`config.mk`:
```
export PLATFORM = sky130hd
export DESIGN_NAME = time_of_day_bcd
export DESIGN_NICKNAME = d
export VERILOG_FILES = /design/src/rtl/time_of_day_bcd.sv
export SDC_FILE = /design/constraint.sdc
export NUM_CORES = 1
export LEC_CHECK = 0
export BUFFER_PORTS_ARGS = -buffer_cell sky130_fd_sc_hd__buf_2
export CAP_MARGIN = 20
export CORE_UTILIZATION = 55
export CTS_BUF_LIST = sky130_fd_sc_hd__clkbuf_8 sky130_fd_sc_hd__clkbuf_16
export DETAILED_ROUTE_END_ITERATION = 7
export GPL_ROUTABILITY_DRIVEN = 0
export GPL_TIMING_DRIVEN = 0
export PLACE_DENSITY = 0.82
export SLEW_MARGIN = 20
export SYNTH_ARGS = -nofsm -noshare
export SYNTH_HDL_FRONTEND = slang
export SYNTH_SLANG_ARGS = --single-unit
```
`constraint.sdc`:
```
create_clock -name mclk -period 2.4 [get_ports mclk]
set_input_delay 0.72 -clock mclk [delete_from_list [all_inputs] [get_ports mclk]]
set_output_delay 0.72 -clock mclk [all_outputs]
set_load 0.05 [all_outputs]
```
`src/rtl/time_of_day_bcd.sv`:
```
// Settable 24-hour BCD time-of-day counter with HH/MM set mode and blink.
// Latency: time digits update on the counting edge; button presses act on the 3rd sampled-high edge.
// Backpressure: none; Enable ticks and button presses are consumed as they arrive.
module time_of_day_bcd #(
  parameter logic [7:0] RESET_HOUR = 8'h00,
  parameter logic [7:0] RESET_MIN  = 8'h00
) (
  input  logic       mclk,
  input  logic       reset,
  input  logic       Enable,
  input  logic       mode_btn,
  input  logic       inc_btn,
  output logic [3:0] Q0,
  output logic [3:0] Q1,
  output logic [3:0] Q2,
  output logic [3:0] Q3,
  output logic [3:0] Q4,
  output logic [3:0] Q5,
  output logic [5:0] blank,
  output logic [1:0] mode,
  output logic       Midnight
);

  typedef enum logic [1:0] {
    RUN    = 2'd0,
    SET_HH = 2'd1,
    SET_MM = 2'd2
  } state_t;

  state_t     state;
  state_t     state_nxt;

  logic       mode_s1, mode_s2, mode_prev;
  logic       inc_s1, inc_s2, inc_prev;
  logic       mode_evt;
  logic       inc_evt;

  // Packed BCD fields: [7:4] tens, [3:0] ones.
  logic [7:0] sec, min, hr;
  logic [7:0] sec_nxt, min_nxt, hr_nxt;
  logic       day_wrap;

  logic       blink, blink_nxt;
  logic [5:0] blank_nxt;

  // Minutes/seconds increment: 00..59, wraps to 00.
  function automatic logic [7:0] inc_sexa(input logic [7:0] v);
    logic [7:0] r;
    r = v;
    if (v[3:0] >= 4'd9) begin
      r[3:0] = 4'd0;
      if (v[7:4] >= 4'd5) r[7:4] = 4'd0;
      else                r[7:4] = v[7:4] + 4'd1;
    end else begin
      r[3:0] = v[3:0] + 4'd1;
    end
    return r;
  endfunction

  // Hours increment: 00..23, wraps to 00.
  function automatic logic [7:0] inc_hour(input logic [7:0] v);
    logic [7:0] r;
    r = v;
    if (v >= 8'h23) begin
      r = 8'h00;
    end else if (v[3:0] >= 4'd9) begin
      r[3:0] = 4'd0;
      r[7:4] = v[7:4] + 4'd1;
    end else begin
      r[3:0] = v[3:0] + 4'd1;
    end
    return r;
  endfunction

  // Two-flop synchronizers plus previous-value flops for rising-edge detection.
  always_ff @(posedge mclk) begin
    if (reset) begin
      mode_s1   <= 1'b0;
      mode_s2   <= 1'b0;
      mode_prev <= 1'b0;
      inc_s1    <= 1'b0;
      inc_s2    <= 1'b0;
      inc_prev  <= 1'b0;
    end else begin
      mode_s1   <= mode_btn;
      mode_s2   <= mode_s1;
      mode_prev <= mode_s2;
      inc_s1    <= inc_btn;
      inc_s2    <= inc_s1;
      inc_prev  <= inc_s2;
    end
  end

  // A coincident mode press swallows the increment press.
  assign mode_evt = mode_s2 & ~mode_prev;
  assign inc_evt  = inc_s2 & ~inc_prev & ~mode_evt;

  // FSM state register.
  always_ff @(posedge mclk) begin
    if (reset) state <= RUN;
    else       state <= state_nxt;
  end

  // FSM next state: each mode press steps RUN -> SET_HH -> SET_MM -> RUN.
  always_comb begin
    state_nxt = state;
    case (state)
      RUN:     if (mode_evt) state_nxt = SET_HH;
      SET_HH:  if (mode_evt) state_nxt = SET_MM;
      SET_MM:  if (mode_evt) state_nxt = RUN;
      default: state_nxt = RUN;
    endcase
  end

  // FSM outputs.
  always_comb begin
    mode = state;
  end

  // Next time value: ticking in RUN, manual field increments in the set states.
  always_comb begin
    sec_nxt  = sec;
    min_nxt  = min;
    hr_nxt   = hr;
    day_wrap = 1'b0;
    case (state)
      RUN: begin
        if (Enable) begin
          sec_nxt = inc_sexa(sec);
          if (sec == 8'h59) begin
            min_nxt = inc_sexa(min);
            if (min == 8'h59) begin
              hr_nxt   = inc_hour(hr);
              day_wrap = (hr == 8'h23);
            end
          end
        end
      end
      SET_HH: begin
        if (inc_evt) hr_nxt = inc_hour(hr);
      end
      SET_MM: begin
        if (inc_evt)  min_nxt = inc_sexa(min);
        // Leaving set mode restarts the minute from zero seconds.
        if (mode_evt) sec_nxt = 8'h00;
      end
      default: ;
    endcase
  end

  // Blink flag and the blanking mask it drives, both aligned with the next state.
  always_comb begin
    blink_nxt = blink;
    if (state_nxt != state)              blink_nxt = 1'b0;
    else if (state != RUN && Enable)     blink_nxt = ~blink;
    blank_nxt = 6'b000000;
    case (state_nxt)
      SET_HH:  if (blink_nxt) blank_nxt = 6'b110000;
      SET_MM:  if (blink_nxt) blank_nxt = 6'b001100;
      default: blank_nxt = 6'b000000;
    endcase
  end

  // Time, blink, blank and midnight registers.
  always_ff @(posedge mclk) begin
    if (reset) begin
      sec      <= 8'h00;
      min      <= RESET_MIN;
      hr       <= RESET_HOUR;
      blink    <= 1'b0;
      blank    <= 6'b000000;
      Midnight <= 1'b0;
    end else begin
      sec      <= sec_nxt;
      min      <= min_nxt;
      hr       <= hr_nxt;
      blink    <= blink_nxt;
      blank    <= blank_nxt;
      Midnight <= day_wrap;
    end
  end

  assign Q0 = sec[3:0];
  assign Q1 = sec[7:4];
  assign Q2 = min[3:0];
  assign Q3 = min[7:4];
  assign Q4 = hr[3:0];
  assign Q5 = hr[7:4];

endmodule

```
* After elaboration in Yosys (flattened, before gate mapping)
Cells that the tools add are included.
Word-level totals: output and inout port bits 33, logic and storage cells 92, input port bits 5, register bits after elaboration 40
Operators by class: bitwise operators 11, add/subtract/negate cells 6, reductions and logical operators 10, muxes and demuxes 30, equality and inequality tests 15, order comparisons 6
Operators by type and width (number):
- $mux 8 | 10
- $pmux 8 s2 | 3
- $mux 4 | 9
- $add 4x1->4 const B | 6
- $eq 8x7->1 const B | 2
- $ne 2x2->1 const B | 7
- $ge 4x4->1 const B | 3
- $pmux 6 s2 | 1
- $eq 8x6->1 const B | 1
- $ge 4x3->1 const B | 2
- $ge 8x6->1 const B | 1
- $not 1->1 | 8
- $reduce_and 4->1 | 2
- $mux 2 | 3
- $mux 6 | 1
- $pmux 2 s3 | 1
- $reduce_bool 2->1 | 3
- $reduce_and 5->1 | 1
- $reduce_or 5->1 | 1
- $eq 2x1->1 const B | 2
- $eq 2x2->1 const B | 2
- $and 1x1->1 | 3
- $reduce_and 3->1 | 1
- $logic_not 2->1 | 1
- other kinds (3) | 4

* Longest topological paths before layout
depth in word-level cells 8, gate-level depth with buffers 7, gate-level depth less buffers 6

* Worst setup path before layout
No wires, ideal clock.
path kind register to register, start reg min[1], end reg min[2], stages on the path, launching flop included 7, required time 2.330 ns, arrival 2.080 ns, setup time 0.070 ns, path slack 0.250 ns, path through dfxtp_1 > inv_1 > ha_1 > or3b_1 > and2_4 > or4_1 > a21oi_1
Between the ends: word-level cells in the longest chain between the ends 5, elaborated cells on any way between the ends 7
RTL lines:
- start, declared | line 39 | logic [7:0] sec, min, hr;
- start signal, assigned | line 175 | min <= min_nxt;
- $add 4x1->4 / $ge 4x4->1 (equally long branches) | line 55, 50
- $mux 4 * | line 50 | if (v[3:0] >= 4'd9) begin
- $mux 8 | line 130 | if (sec == 8'h59) begin
- $mux 8 | line 128 | if (Enable) begin
- $pmux 8 s2 * | line 126 | case (state)
Every way passes the cells marked *; elsewhere a longest branch is shown, timed or not. The select of a mux whose other input is x is not followed. A chain may end at the register's enable or synchronous reset.

* Final worst setup path
start reg sec[0], end reg hr[5]
Between the ends: word-level cells in the longest chain between the ends 3
RTL lines:
- start, declared | line 39
- start signal, assigned | line 174 | sec <= sec_nxt;
- $eq 8x7->1 | line 130
- $ne 2x2->1 (no line)
- $reduce_and 5->1 (no line)
- end signal, assigned | line 176 | hr <= hr_nxt;
- end, declared | line 39
No other way between the ends.

==> results.toml <==
[timing]
fin_setup_tns_ps = 0
period_share_pct = 80.5
fin_crit_ps = 1930
fmax_mhz = 517
tightest_slew_ps = 596
setup_viol_count_final = 0
rsz0062_at_grt = "no"
maxSlewHeadroom_pct = 60.3
skew_ps = 5.59
slew_violations = 0
hold_viol = 0

[place]
dp_cells = 303
place_area_um2 = 2270
hpwl_um = 3140
portBuffers = 35

[clocking]
root_buffer = "clkbuf_8"
worstSkewPairLatency_ps = 290
numCtsBuffers = 5
htree_num_levels = 2
clk_path_buf_depth = 2
cts_hold_buf = 0
cts_sinks = 36
post_cts_buffers = 0
clk_pin_slew_worst_paths_ps = 70
ctsResizeCount = 0
tritoncts = "yes"

[synthesis]
netlist_instances = 221
synthArstFlopShare_pct = 0
yosys.area_share.simple_pct = 24.9
synth-edff-count = 0
synth-compound-area-share_pct = 17.1
synth_top_area_share_pct = 35.5
yosys_warnings = 0
synth_cell_types = 56
ys_ff_latch = 36
synth_fa_ha_area_share_pct = 11.7
ys_seq_area_share_pct = 35.5
synth_common_cells = "dfxtp_1, ha_1, inv_1"
synth_top_family_by_area = "simple AND/OR/NAND/NOR gates"
synthMuxAreaShare_pct = 2.46
avgSynthCellArea_um2 = 9.19
synth_area_leader_cell = "dfxtp_1"
syn_area_um2 = 2030
synth_xor_xnor_area_share_pct = 1.72
synth_area_leaders = "dfxtp_1, ha_1, inv_1, nor2b_1, mux2i_1"
synth_most_common_cell = "dfxtp_1"
ys.flop_type = "dfxtp_1"

[outcome]
status = "finished clean"

[worst_setup_path]
required_ps = 2620
worstReg2RegStart = "sec[0]"
cp_cell_sequence = "ha_1, and4b_1, nand4_1, a21oi_1, mux2i_1"
ff2ff_path_depth = 5
cp.arrival_ps = 2150
crit_start = "sec[0]"
slowest_delay_ps = 440
critPathMaxFanout = 6
criticalPathCategory = "register to register"
reg2reg_setup_slack_ps = 470
crit_path_start_kind = "register"
slowest_stage = "dfxtp_1"
cp-end-kind = "register"
reg2reg_to = "hr[5]"

[finish]
antenna_cells = 0
fin_nets = 288
fin_area_um2 = 2380
drive_gt1_share_pct = 22.3
instances_no_fill = 311
areaGrowthSynthToFinish_pct = 16.9

[min_path]
min_path_cells = 1
min_to = "inc_s2"
holdCritStartpoint = "inc_s1"
worstHoldPathType = "register to register"

[detailed_routing]
vias = 1769
drc = 0
ant_nets = 0
wl_per_cell_um = 14.1
routed_wl_um = 4370
drtPass1Iterations = 4
via_per_inst = 5.69
drt_first_iter_violations = 116

[power_and_ir_drop]
pwr-share-seq_pct = 48.7
power_frac_comb_pct = 10.3
ir_drop_mv = 0.292
p_leak_nw = 1.10
total_power_mw = 1.28
p_per_area_nw_per_um2 = 538
power.switching_mw = 0.323
p_int_mw = 0.956
clockPowerShare_pct = 41.0
swShare_pct = 25.2

[global_route]
antenna_found_initial = 0
grt_max_degree = 12
grt-ovfl-total = 0
grt_pass1_vias = 1645
grt_pass1_wl_um = 7430
globalRouteTotalUtil_pct = 24.2

[die]
ioPinCount = 38
core_area_um2 = 3440
die_w_um = 62.8
initial_core_util_pct = 59.0
std_cell_rows = 21
die_area_um2 = 3940
die_h_um = 62.8

[flow_run]
maxCapViolCount = 0
==> per-layer routing <==
| metal | up-vias | wire length (µm) | global-route usage (%) |
|---|---|---|---|
| li1 | 883 | - | - |
| met1 | 823 | 2050 | 30.2 |
| met2 | 55 | 2040 | 38.5 |
| met3 | 8 | 195 | 6.75 |
| met4 | 0 | 85 | 11.3 |
| met5 | - | 0 | 0 |
==> critical path: cells and delay by family (launching register included) <==
family,cells,cell delay (ps)
adder cells (fa/ha/maj),1,210
AND/OR/NAND/NOR,2,530
multiplexers,1,240
flip-flops,1,440
AO/OA/AOI/OAI,1,440
==> worst max path at each step <==
| stage | to |
|---|---|
| 2_1_floorplan | min[2] |
| 3_5_place_dp | hr[5] |
| 6_report | hr[5] |
| 4_1_cts | hr[5] |
| 3_3_place_gp | hr[4] |
| 5_1_grt | hr[5] |
==> placed cells by master, fill, tap and decap left out, types with 3 or more instances in the layout <==
cell	synthesis	routed
buf_2	3	38
dfxtp_1	36	36
ha_1	19	19
inv_1	16	17
nor2b_1	9	9
nor2_1	9	9
a21oi_1	9	9
nand3_1	7	7
nand2_1	7	7
nand2b_1	6	6
nand4_1	6	6
nor3_1	6	6
nor3b_1	5	5
mux2i_1	5	5
a211oi_1	5	5
o21ai_0	5	5
clkbuf_8	0	5
xnor2_1	4	4
clkbuf_1	4	4
or3_1	4	4
buf_4	4	4
a21o_1	3	3
nand3b_1	3	3
a31oi_1	3	3
o31ai_1	3	3
or4_1	3	3
==> stage by stage <==
step           hold WS [ps]  utilization (%)  setup slack, ps
2_1_floorplan           414                -              250
3_3_place_gp            420             65.9              303
3_5_place_dp            431             65.9              277
4_1_cts                 448             69.0              476
5_1_grt                 472             69.0              303
6_report                444             69.0              467
==> power groups by stage <==
stage,Sequential (mW),Combinational (mW),Clock [mW]
floorplan,0.661,0.0741,0
global placement,0.636,0.128,0
detailed placement,0.637,0.131,0
CTS,0.623,0.131,0.531
global route,0.626,0.144,0.562
finish,0.623,0.131,0.524
==> cell families (layout without fill, tap and decap cells) <==
group,count (synthesis),count (layout)
simple gates,82,82
compound gates,46,46
flops,36,36
buf+inv,28,71
fa+ha+maj,19,19
mux,5,5
xor+xnor,4,4
other cells,1,2
==> state kept, by name, summed over array words and instances (netlist names) <==
name       cells
hr             8
min            8
sec            8
blank          2
mode           2
Midnight       1
blink          1
inc_prev       1
inc_s1         1
inc_s2         1
mode_prev      1
mode_s1        1
mode_s2        1
==> layout make-up <==
class	count	area, µm²
plain buffers	12	71.3
clock buffers	5	68.8
clock inverters	3	38.8
fillers	285	1070
inverters	16	60.1
multi-input cells	158	1180
flip-flops and latches	36	721
well taps	46	57.6
repair buffers	35	175
No activity file was read; power rests on OpenSTA's default activity.
